`src/rtl/coef_if_pkg.sv`:
```
// coef_if_pkg: definitions shared by the coefficient-load transmit path.
//   state_t       - coef_sender FSM states (S_IDLE..S_DONE)
//   N_COEF_DEF    - default number of coefficients per transfer
//   COEF_W_DEF    - default coefficient width
//   word_period() - cycles spent per word (setup + strobe + hold)
package coef_if_pkg;

    typedef enum logic [2:0] {
        S_IDLE   = 3'd0,
        S_CLEAR  = 3'd1,
        S_SETUP  = 3'd2,
        S_STROBE = 3'd3,
        S_HOLD   = 3'd4,
        S_DONE   = 3'd5
    } state_t;

    localparam int unsigned N_COEF_DEF = 16;
    localparam int unsigned COEF_W_DEF = 12;

    function automatic int unsigned word_period(input int unsigned stb_len,
                                                input int unsigned gap_len);
        return 1 + stb_len + gap_len;
    endfunction

endpackage

```
`src/rtl/coef_shadow_reg.sv`:
```
// coef_shadow_reg: snapshot of the coefficient table with an indexed read.
//   i_clk, i_rst_n : clock, asynchronous active-low reset (table cleared)
//   i_load         : capture i_coefs into the table
//   i_coefs        : flat table, coef k at [k*COEF_W +: COEF_W]
//   i_idx          : read index (out-of-range reads return 0)
//   o_data         : table[i_idx], combinational from the registered table
module coef_shadow_reg
    import coef_if_pkg::*;
#(
    parameter int unsigned N_COEF = N_COEF_DEF,
    parameter int unsigned COEF_W = COEF_W_DEF
) (
    input  logic                       i_clk,
    input  logic                       i_rst_n,
    input  logic                       i_load,
    input  logic [N_COEF*COEF_W-1:0]   i_coefs,
    input  logic [5:0]                 i_idx,
    output logic [COEF_W-1:0]          o_data
);

    logic [N_COEF*COEF_W-1:0] r_tbl;

    always_ff @(posedge i_clk or negedge i_rst_n) begin
        if (!i_rst_n) begin
            r_tbl <= '0;
        end else if (i_load) begin
            r_tbl <= i_coefs;
        end
    end

    always_comb begin
        o_data = '0;
        for (int unsigned k = 0; k < N_COEF; k++) begin
            if (i_idx == 6'(k)) begin
                o_data = r_tbl[k*COEF_W +: COEF_W];
            end
        end
    end

endmodule

```
`src/rtl/coef_sender.sv`:
```
// coef_sender: transmit side of the serial coefficient-load interface.
// Snapshots N_COEF coefficients on start_i and sends them one word at a
// time: clear pulse, then per word SETUP (data valid), STROBE (STB_LEN
// cycles of cambio_coef_o) and HOLD (GAP_LEN cycles), then a done pulse.
//   clk, rst_n             : clock, asynchronous active-low reset
//   start_i                : start a transfer (IDLE only)
//   abort_i                : cancel a transfer, back to IDLE with outputs 0
//   coefs_i                : coefficient table, coef k at [k*COEF_W +: COEF_W]
//   coef_o                 : current coefficient word
//   cambio_coef_o          : per-word change strobe
//   en_recepcion_o         : high during the word phase
//   pulsador_carga_coef_o  : one-cycle clear pulse at transfer start
//   busy_o                 : high outside IDLE
//   done_o                 : one-cycle completion pulse
//   cksum_o                : (COEF_SENDER_CKSUM_EN only) 16-bit running sum of
//                            the words sent, cleared at transfer start
// Optional feature macro: COEF_SENDER_CKSUM_EN.
module coef_sender
    import coef_if_pkg::*;
#(
    parameter int unsigned N_COEF  = N_COEF_DEF,
    parameter int unsigned COEF_W  = COEF_W_DEF,
    parameter int unsigned STB_LEN = 2,
    parameter int unsigned GAP_LEN = 2
) (
    input  logic                       clk,
    input  logic                       rst_n,
    input  logic                       start_i,
    input  logic                       abort_i,
    input  logic [N_COEF*COEF_W-1:0]   coefs_i,
    output logic [COEF_W-1:0]          coef_o,
    output logic                       cambio_coef_o,
    output logic                       en_recepcion_o,
    output logic                       pulsador_carga_coef_o,
    output logic                       busy_o,
    output logic                       done_o
`ifdef COEF_SENDER_CKSUM_EN
    ,
    output logic [15:0]                cksum_o
`endif
);

    localparam int unsigned MAX_LEN = (STB_LEN > GAP_LEN) ? STB_LEN : GAP_LEN;
    localparam int unsigned CNT_W   = (MAX_LEN > 1) ? $clog2(MAX_LEN) : 1;

    state_t              r_state;
    logic [5:0]          r_idx;
    logic [CNT_W-1:0]    r_cnt;
    logic [COEF_W-1:0]   r_coef;
    logic                r_stb;
    logic                r_en;
    logic                r_clr;
    logic                r_busy;
    logic                r_done;
`ifdef COEF_SENDER_CKSUM_EN
    logic [15:0]         r_cksum;
`endif

    logic                w_load;
    logic [5:0]          w_rd_idx;
    logic [COEF_W-1:0]   w_rd_data;

    assign w_load = (r_state == S_IDLE) && start_i && !abort_i;
    // HOLD loads the next word on its final edge, so look one index ahead.
    assign w_rd_idx = (r_state == S_HOLD) ? (r_idx + 6'd1) : r_idx;

    coef_shadow_reg #(
        .N_COEF (N_COEF),
        .COEF_W (COEF_W)
    ) u_shadow (
        .i_clk   (clk),
        .i_rst_n (rst_n),
        .i_load  (w_load),
        .i_coefs (coefs_i),
        .i_idx   (w_rd_idx),
        .o_data  (w_rd_data)
    );

    always_ff @(posedge clk or negedge rst_n) begin
        if (!rst_n) begin
            r_state <= S_IDLE;
            r_idx   <= '0;
            r_cnt   <= '0;
            r_coef  <= '0;
            r_stb   <= 1'b0;
            r_en    <= 1'b0;
            r_clr   <= 1'b0;
            r_busy  <= 1'b0;
            r_done  <= 1'b0;
`ifdef COEF_SENDER_CKSUM_EN
            r_cksum <= '0;
`endif
        end else if ((r_state != S_IDLE) && abort_i) begin
            // Checksum deliberately keeps its partial value on abort.
            r_state <= S_IDLE;
            r_idx   <= '0;
            r_cnt   <= '0;
            r_coef  <= '0;
            r_stb   <= 1'b0;
            r_en    <= 1'b0;
            r_clr   <= 1'b0;
            r_busy  <= 1'b0;
            r_done  <= 1'b0;
        end else begin
            case (r_state)
                S_IDLE: begin
                    r_done <= 1'b0;
                    if (w_load) begin
                        r_state <= S_CLEAR;
                        r_idx   <= '0;
                        r_clr   <= 1'b1;
                        r_busy  <= 1'b1;
`ifdef COEF_SENDER_CKSUM_EN
                        r_cksum <= '0;
`endif
                    end
                end
                S_CLEAR: begin
                    r_state <= S_SETUP;
                    r_clr   <= 1'b0;
                    r_coef  <= w_rd_data;
                    r_en    <= 1'b1;
                end
                S_SETUP: begin
                    r_state <= S_STROBE;
                    r_stb   <= 1'b1;
                    r_cnt   <= '0;
`ifdef COEF_SENDER_CKSUM_EN
                    r_cksum <= r_cksum + 16'(r_coef);
`endif
                end
                S_STROBE: begin
                    if (r_cnt == CNT_W'(STB_LEN - 1)) begin
                        r_state <= S_HOLD;
                        r_stb   <= 1'b0;
                        r_cnt   <= '0;
                    end else begin
                        r_cnt <= r_cnt + 1'b1;
                    end
                end
                S_HOLD: begin
                    if (r_cnt == CNT_W'(GAP_LEN - 1)) begin
                        r_cnt <= '0;
                        if (r_idx < 6'(N_COEF - 1)) begin
                            r_idx   <= r_idx + 6'd1;
                            r_coef  <= w_rd_data;
                            r_state <= S_SETUP;
                        end else begin
                            r_state <= S_DONE;
                            r_coef  <= '0;
                            r_en    <= 1'b0;
                            r_done  <= 1'b1;
                        end
                    end else begin
                        r_cnt <= r_cnt + 1'b1;
                    end
                end
                S_DONE: begin
                    r_state <= S_IDLE;
                    r_done  <= 1'b0;
                    r_busy  <= 1'b0;
                end
                default: begin
                    r_state <= S_IDLE;
                end
            endcase
        end
    end

    assign coef_o                = r_coef;
    assign cambio_coef_o         = r_stb;
    assign en_recepcion_o        = r_en;
    assign pulsador_carga_coef_o = r_clr;
    assign busy_o                = r_busy;
    assign done_o                = r_done;
`ifdef COEF_SENDER_CKSUM_EN
    assign cksum_o               = r_cksum;
`endif

endmodule

```
`config.mk`:
```
export PLATFORM = sky130hd
export DESIGN_NAME = coef_sender
export DESIGN_NICKNAME = d
export VERILOG_FILES = /design/src/rtl/coef_if_pkg.sv /design/src/rtl/coef_shadow_reg.sv /design/src/rtl/coef_sender.sv
export SDC_FILE = /design/constraint.sdc
export NUM_CORES = 1
export LEC_CHECK = 0
export ABC_AREA = 1
export CAP_MARGIN = 20
export CORE_ASPECT_RATIO = 0.7
export CORE_MARGIN = 2
export CORE_UTILIZATION = 40
export CTS_BUF_LIST = sky130_fd_sc_hd__clkbuf_8 sky130_fd_sc_hd__clkbuf_16
export CTS_CLUSTER_DIAMETER = 30
export DETAILED_ROUTE_END_ITERATION = 7
export HOLD_SLACK_MARGIN = 0.05
export PLACE_DENSITY_LB_ADDON = 0.1
export SYNTH_ARGS = -nofsm -noshare
export SYNTH_HDL_FRONTEND = slang
export SYNTH_SLANG_ARGS = --single-unit
```
`constraint.sdc`:
```
create_clock -name clk -period 2.9 [get_ports clk]
set_input_delay 0.58 -clock clk [delete_from_list [all_inputs] [get_ports clk]]
set_output_delay 0.58 -clock clk [all_outputs]
set_load 0.005 [all_outputs]
```
==> out/qor.yml <==
status: "finished clean"
core_area_um2: 25500
cts_tree: "built"
relSlewSlack_pct: 53.4
path_cells: "inv_2 -> nand2_4 -> nor2_8 -> ha_4 -> nand2_4 -> nor2_4 -> buf_6 -> nand3_4 -> nand3_4 -> nor2_4 -> nand4_1 -> nor2_2 -> nand4_1 -> nor2_2 -> nand4_1 -> nand2_1 -> nand2_1"
routed_via_density: 5.02
die_y_um: 138
drc: 0
slew_violations: 0
tns_ps: 0
multi_input_area_um2: 4530
avgSynthCellArea_um2: 9.72
ctsHtreeMaxLevel: 2
synth_area_um2: 10300
hpwl_mm: 22.9
gp_congestion: 0.826
antenna_found_initial: 0
synthToLayoutAreaGrowth_pct: 44.1
layout_common_cells: "dfrtp_1, clkdlybuf4s50_1, nand2_1"
power_switching_mw: 4.66
power_mw: 14.3
placement.io_buffers: 212
fp-row-count: 49
grt_pass1_wl_mm: 48.0
fmax_mhz: 349
initial_core_util_pct: 40.5
maxCapViolations: 0
worst_pin_slew_ps: 699
p_comb_share_pct: 30.7
clock_latency_ps: 510
layout_commonest_cell: "dfrtp_1"
hold_ws_ps: 70.3
min_period_over_period_pct: 98.9
grt_pass1_vias: 8402
met2_length_mm: 12.6
synth.distinct_cells: 37
critical_path.top_delay_family: "simple AND/OR/NAND/NOR gates"
synthFlopType: "dfrtp_1"
firstDrtPassIters: 5
p_seq_share_pct: 37.4
cts_buffer_depth: 3
dr.first_iter.drc_count: 563
register_area_um2: 5480
ant_nets: 0
finalClockSkew_ps: 18.0
synth-seq-cells: 219
yosys_warnings: 0
io_pins: 213
critPathBufInv: 2
min_path_type: "input port to asynchronous set/reset pin"
highest_layer: "met4"
crit_top_cell: "nand4_1"
grt_max_degree: 84
wl_met3_mm: 1.85
wire_per_inst_um: 18.0
setup_violations: 0
dieArea_um2: 27100
seq_area_frac_synth_pct: 53.1
power_density_nw_per_um2: 964
cts_buffers: 40
power.leakage_nw: 6.70
syn_nets: 1260
routed_wl_mm: 30.6
cpMaxStageDelayCell: "dfrtp_1"
overflow: 0
p_int_mw: 9.69
finalHoldViolCount: 0
vias: 8546
critPathRequiredTime_ps: 3300
synth_edf_count: 0
cts_root_buffer: "clkbuf_16"
pre_cts_ws_ps: -117
power_frac_clock_pct: 31.9
max_stage_delay_ps: 400
antenna_cells: 0
die_w_um: 196
final_layout_size_suffix_gt1_share_pct: 25.9
critPathLaunchType: "register"
min_period_ps: 2870
path_class: "register to register"
track_usage_pct: 22.9
ir_worst_vdd_mv: 0.498
crit_arrival_ps: 3270
power_switching_share_pct: 32.5
clock-sinks: 219
ys_async_sr_fraction_pct: 100
rsz0062_at_grt: "yes"
path_max_fanout: 7
fillers: 2243
cts.clk_slew.worst_paths_ps: 50
final_nets: 1539
wirelength_met1_mm: 15.6
syn_inst: 1062
finalWorstSetupSlack_ps: 31.2
critPathCaptureType: "register"
[stage by stage]
stage                     instances  instance area [um2]  util (%)
after floorplan                1062                10300         -
after global placement         1611                13100      51.4
after detailed placement       1611                13100      51.4
after CTS                      1682                14500      56.7
after global routing           1701                14900      58.3
final                          1701                14900      58.3
[area by class of cell]
| type | count | area share, % |
|---|---|---|
| Clock buffer | 42 | 6.99 |
| Clock inverter | 29 | 1.98 |
| Inverter | 87 | 2.25 |
| Multi-Input combinational cell | 709 | 30.5 |
| Sequential cell | 219 | 36.9 |
| Tap cell | 331 | 2.78 |
| Timing Repair Buffer | 284 | 18.7 |
[layer usage]
layer / up-vias / track usage, %
li1: 4112 / -
met1: 4155 / 36.4
met2: 238 / 31.1
met3: 41 / 5.17
met4: 0 / 5.34
met5: - / 0
[kinds of logic (layout without fill, tap and decap cells)]
kind of cell | after synthesis | after routing | share of synthesized area [%]
AOI/OAI and AO/OA | 118 | 118 | 6.08
and+or+nand+nor | 452 | 453 | 20.1
adders and majority gates | 2 | 2 | 0.242
DFF | 219 | 219 | 53.1
buffers and inverters | 135 | 442 | 5.65
muxes | 136 | 136 | 14.8
[flip-flops by register name, summed over array words and instances, names as in the netlist]
signal                 count
done_o                     1
u_shadow.r_tbl           192
coef_o                    12
cambio_coef_o              1
pulsador_carga_coef_o      1
r_state                    3
busy_o                     1
r_idx                      6
r_cnt                      1
en_recepcion_o             1
[synthesized netlist by cell type, types with 8 or more instances]
| library cell | count | share of area [%] |
|---|---|---|
| dfrtp_1 | 219 | 53 |
| nand2_1 | 197 | 7.2 |
| mux2_2 | 136 | 15 |
| nor2_1 | 120 | 4.4 |
| a21oi_1 | 94 | 4.6 |
| inv_1 | 81 | 2.9 |
| nand3_1 | 64 | 3.1 |
| nand4_1 | 31 | 1.9 |
| clkbuf_1 | 20 | 0.73 |
| buf_2 | 16 | 0.78 |
| o21ai_0 | 13 | 0.63 |
| nor2_2 | 9 | 0.55 |
| nand3_2 | 8 | 0.78 |
[final timing paths]
kind	from	to	slack, ps	cells after the start
max	r_state[1]	coef_o[4]	30	17
min	rst_n	u_shadow.r_tbl[66]	70	1
max reg2reg	r_state[1]	coef_o[4]	30	17
min reg2reg	busy_o	busy_o	470	2
max in group asynchronous	rst_n	u_shadow.r_tbl[94]	1960	2
min in group clk	busy_o	busy_o	470	2
[power groups by stage]
stage | Clock (mW) | Sequential [mW] | Combinational (mW)
floorplan | 0 | 5.07 | 2.60
global placement | 0 | 5.36 | 4.11
detailed placement | 0 | 5.38 | 4.16
CTS | 4.66 | 5.34 | 4.20
global route | 4.82 | 5.53 | 4.87
finish | 4.58 | 5.37 | 4.40
[repair_timing]
action	4_1_cts	5_1_grt
setup endpoints to repair	4	9
endpoints found under the hold margin	0	0
gates resized for setup	5	59
pin swaps	1	32
cloned	0	1
hold buffers	0	0
setup buffers	0	18
Note: power is estimated with default switching activity, not from simulation.
==> patch 1 (config.mk and constraints unchanged) <==
Add an input register stage for `coefs_i`; this delays it by one clock. The other inputs are not delayed to match.
--- a/src/rtl/coef_sender.sv
+++ b/src/rtl/coef_sender.sv
@@ -44,4 +44,10 @@
     localparam int unsigned CNT_W   = (MAX_LEN > 1) ? $clog2(MAX_LEN) : 1;
 
+    logic [N_COEF*COEF_W-1:0] coefs_q;
+
+    always_ff @(posedge clk) begin
+        coefs_q <= coefs_i;
+    end
+
     state_t              r_state;
     logic [5:0]          r_idx;
@@ -72,5 +78,5 @@
         .i_rst_n (rst_n),
         .i_load  (w_load),
-        .i_coefs (coefs_i),
+        .i_coefs (coefs_q),
         .i_idx   (w_rd_idx),
         .o_data  (w_rd_data)
Formal check against the unedited RTL: not equivalent (Yosys sat finds a counterexample within 4 cycles, from zero or initial values and one cycle with rst_n low).
==> patch 1 against the original RTL <==
  * Area after synthesis up 36%
  * Via count up 12%
  * Setup slack better by 0.058 ns
  * Sequential share of layout area up 10 points
  * Total power up 42%
  * Cell area up 32%
  * Sequential power up 53%
  * Routed wire length up 16%
  * Non-clock buffer count down 14
  * Synthesized cell count up 15%
  * Sequential cell count up 192
  * Largest power group unchanged
==> patch 1: results (changes against the original RTL) <==
- Outcome: completed (unchanged)
- Final Instance Count excl. Fillers: 2049 (was 1701)
- Reg2reg start: r_state[0]$_DFFE_PN0P_ (was r_state[1]$_DFFE_PN0P_)
- Signal buffers share of area: 0.1363 (was 0.1869)
- Number of violations reported at the end of detailed-routing iteration 0: 631 (was 563)
- Worst-path maximum fanout: 10 (was 7)
- H-tree lvl count: 3 (was 2)
- TritonCTS buffer count: 67 (was 40)
- Detailed-placement wirelength estimate: 24.56 mm (was 22.87 mm)
- Share of synthesized area occupied by flip-flops and latches: 0.6622 (was 0.5307)
- Number of filler instances in the final layout: 2991 (was 2243)
- Number of nets in the finished design: 1720 (was 1539)
- Worst vdd ir: 0.4281 mV (was 0.4982 mV)
- Async set-or-reset flop fraction in the synthesized netlist: 0.5328 (was 1.000)
- Top post-synthesis cells by count: 219 x sky130_fd_sc_hd__dfrtp_1, 203 x sky130_fd_sc_hd__nand2_1, 192 x sky130_fd_sc_hd__dfxtp_1 (was 219 x sky130_fd_sc_hd__dfrtp_1, 197 x sky130_fd_sc_hd__nand2_1, 136 x sky130_fd_sc_hd__mux2_2)
- Number of flip-flops and latches: 411 (was 219)
- Type of the worst min-delay path: input port to flip-flop (was input port to asynchronous set/reset pin)
- Path depth of the worst reg2reg path: 18 (was 17)
- Mean number of vias per cell: 4.684 (was 5.024)
- Register-to-register setup slack: 0.09 ns (was 0.03 ns)
- Placed cells: 1896 (was 1611)
- DP Worst Slack: -0.04658 ns (was -0.1174 ns)
- Syn Nets: 1421 (was 1260)
- Proportion of cell area occupied by multi-input gates: 0.2270 (was 0.3046)
- Overall routed net length: 35.58 mm (was 30.60 mm)
- Register cell area after layout: 9326 um^2 (was 5483 um^2)
- Quantity of hold-fixing buffers added after cts: 1 (was 0)
- All-layer global routing usage: 0.1946 (was 0.2285)
- Reg-to-reg endpoint: coef_o[9]$_DFFE_PN0P_ (was coef_o[4]$_DFFE_PN0P_)
- Leak: 8.678 nW (was 6.699 nW)
- Pin slew with the least headroom to its limit: 0.6559 ns (was 0.6987 ns)
- Count of inverters not on the clock network in the layout: 80 (was 87)
- Most area-consuming cells after synthesis: sky130_fd_sc_hd__dfrtp_1 39%, sky130_fd_sc_hd__dfxtp_1 27%, sky130_fd_sc_hd__mux2_2 13% (was sky130_fd_sc_hd__dfrtp_1 53%, sky130_fd_sc_hd__mux2_2 15%, sky130_fd_sc_hd__nand2_1 7.2%)
- Setup clock skew after layout: 0.02654 ns (was 0.01801 ns)
- Global placer's final weighted congestion: 0.8330 (was 0.8257)
==> patch 1: kinds of logic after synthesis <==
family / synth area share
adder cells (fa/ha/maj): 0.001777
flip-flops: 0.6622
AO/OA/AOI/OAI: 0.03519
AND/OR/NAND/NOR: 0.1379
buffers and inverters: 0.03581
multiplexers: 0.1272
==> patch 1: through the flow <==
stage                     utilization  instance area (um^2)  hold slack (ns)  power (mW)
after floorplan                     -                 14080           0.2844       10.47
after global placement         0.4886                 16940           0.4426       12.20
after detailed placement       0.4886                 16940           0.4480       12.29
after CTS                      0.5563                 19280           0.4038       20.42
after global routing           0.5686                 19710           0.3989       21.51
final                          0.5686                 19710           0.4341       20.41
==> patch 1: metal layers <==
layer / wire length (um) / GRT usage
met4: 600 / 0.05466
met2: 15310 / 0.2774
met1: 17770 / 0.2877
met3: 1893 / 0.05667
met5: 0 / 0
==> patch 1: power by group <==
group | internal, mW | switching, mW | leakage, nW
registers | 7.34 | 0.886 | 4.21
logic | 2.06 | 2.11 | 3.31
clock network | 5.01 | 3.00 | 1.16
total | 14.4 | 5.99 | 8.68
==> patch 1: worst max-delay path by stage <==
stage / start / to / slack [ns] / depth (start not counted)
finish: r_state[0]$_DFFE_PN0P_ / coef_o[9]$_DFFE_PN0P_ / 0.09 / 18
global route: r_state[1]$_DFFE_PN0P_ / coef_o[2]$_DFFE_PN0P_ / -0.1 / 17
CTS: r_state[1]$_DFFE_PN0P_ / coef_o[9]$_DFFE_PN0P_ / 0.006 / 18
detailed placement: r_idx[0]$_DFFE_PN0P_ / coef_o[7]$_DFFE_PN0P_ / -0.05 / 19
global placement: r_idx[0]$_DFFE_PN0P_ / coef_o[7]$_DFFE_PN0P_ / -0.05 / 19
floorplan: r_state[0]$_DFFE_PN0P_ / coef_o[4]$_DFFE_PN0P_ / 0.60 / 17
==> patch 2 (same flow settings) <==
Without the edit above. The option `COEF_SENDER_CKSUM_EN` is turned on by a define.
--- a/src/rtl/coef_sender.sv
+++ b/src/rtl/coef_sender.sv
@@ -16,4 +16,6 @@
 //                            the words sent, cleared at transfer start
 // Optional feature macro: COEF_SENDER_CKSUM_EN.
+`define COEF_SENDER_CKSUM_EN
+
 module coef_sender
     import coef_if_pkg::*;
Behaviour (old outputs only; new: cksum_o): same outputs for any inputs over 10 cycles, from zero or initial values and one cycle with rst_n low; that may be too few to reach the edited logic, so the function may still have changed.
==> patch 2 against the original RTL <==
  * Fmax up 2.6%
  * Routed wire length up 11%
  * Sequential cell count up 16
  * Via count up 11%
  * Cell area up 7.8%
  * Combinational power up 11%
  * Area after synthesis up 8.9%
  * Total power up 12%
  * Cell count up 11%
  * Setup slack better by 0.072 ns
  * Clock power up 17%
  * Synthesized cell count up 13%
  * Highest routed layer unchanged
==> patch 2: results (changes against the original RTL) <==
- Average instance area after synthesis: 9.381 um^2 (was 9.723 um^2)
- Type of the worst min-delay path: flip-flop to flip-flop (was input port to asynchronous set/reset pin)
- Number of iterations in the first detailed-routing pass: 4 (was 5)
- Share of synthesized area occupied by flip-flops and latches: 0.5228 (was 0.5307)
- Syn Nets: 1409 (was 1260)
- Global placer's final weighted congestion: 0.8908 (was 0.8257)
- Avg WL per Cell: 18.02 um (was 17.99 um)
- Via count: 9488 (was 8546)
- Leak: 7.345 nW (was 6.699 nW)
- Worst vdd ir: 0.4326 mV (was 0.4982 mV)
- Reg-to-reg endpoint: coef_o[0]$_DFFE_PN0P_ (was coef_o[4]$_DFFE_PN0P_)
- I/O Buffers: 228 (was 212)
- Outcome: completed (unchanged)
- Worst-Skew Late Latency: 0.54 ns (was 0.51 ns)
- Detailed-placement wirelength estimate: 25.11 mm (was 22.87 mm)
- Number of nets in the finished design: 1694 (was 1539)
- Met3 wire len: 2.323 mm (was 1.854 mm)
- Reg2reg start: r_state[0]$_DFFE_PN0P_ (was r_state[1]$_DFFE_PN0P_)
- Pin count of the biggest net entering global routing: 73 (was 84)
- Fraction of final layout cells with drive strength greater than 1: 0.2240 (was 0.2591)
- Path depth of the worst reg2reg path: 21 (was 17)
- Placed cells: 1794 (was 1611)
- M1 wire length: 16.57 mm (was 15.60 mm)
- Crit-path max cell delay: 0.42 ns (was 0.40 ns)
- Most area-consuming cells after synthesis: sky130_fd_sc_hd__dfrtp_1 52%, sky130_fd_sc_hd__mux2_2 14%, sky130_fd_sc_hd__nand2_1 8.5% (was sky130_fd_sc_hd__dfrtp_1 53%, sky130_fd_sc_hd__mux2_2 15%, sky130_fd_sc_hd__nand2_1 7.2%)
- Register-to-register setup slack: 0.10 ns (was 0.03 ns)
- Vias in the first global route: 9407 (was 8402)
- Final Instance Count excl. Fillers: 1889 (was 1701)
- TritonCTS buffer count: 43 (was 40)
-- patch 2: cells by family (layout without fill, tap and decap cells) --
logic type | count (synthesis) | after routing | synth area share
muxes | 143 | 143 | 0.1432
and+or+nand+nor | 494 | 495 | 0.1880
AOI/OAI and AO/OA | 156 | 156 | 0.07442
DFF | 235 | 235 | 0.5228
adders and majority gates | 14 | 14 | 0.01624
buffers and inverters | 157 | 475 | 0.05540
-- patch 2: per-stage QoR --
stage	hold WS, ns	area [um^2]	utilization	power (mW)	worst slack [ns]
after global placement	0.4548	14200	0.5115	10.44	-0.2206
after floorplan	0.2844	11250	-	8.415	0.3708
final	0.4740	16050	0.5780	16.02	0.1035
after global routing	0.5130	16050	0.5780	17.03	-0.04475
after CTS	0.4789	15830	0.5703	16.03	0.003500
after detailed placement	0.4645	14200	0.5115	10.52	-0.1805
-- patch 2: repair_timing --
item	CTS	global route
setup endpoints to repair	4	13
hold endpoints to repair	67	0
cloned	0	1
buffers inserted	2	12
hold buffers	1	0
resized for setup	15	34
pin swaps	4	19
-- patch 2: cell type report --
cell class | instances | area (um^2) | area share
clock buffer | 49 | 1181 | 0.07361
clock inverter | 30 | 379.1 | 0.02363
inverter | 114 | 427.9 | 0.02667
multi-input combinational | 808 | 4908 | 0.3059
sequential | 235 | 5886 | 0.3668
tap | 371 | 464.2 | 0.02893
timing repair buffer | 282 | 2799 | 0.1744
-- patch 2: report_power, final --
group | switching (mW) | internal (mW)
registers | 0.898 | 4.85
clock network | 1.73 | 3.63
logic | 2.53 | 2.38
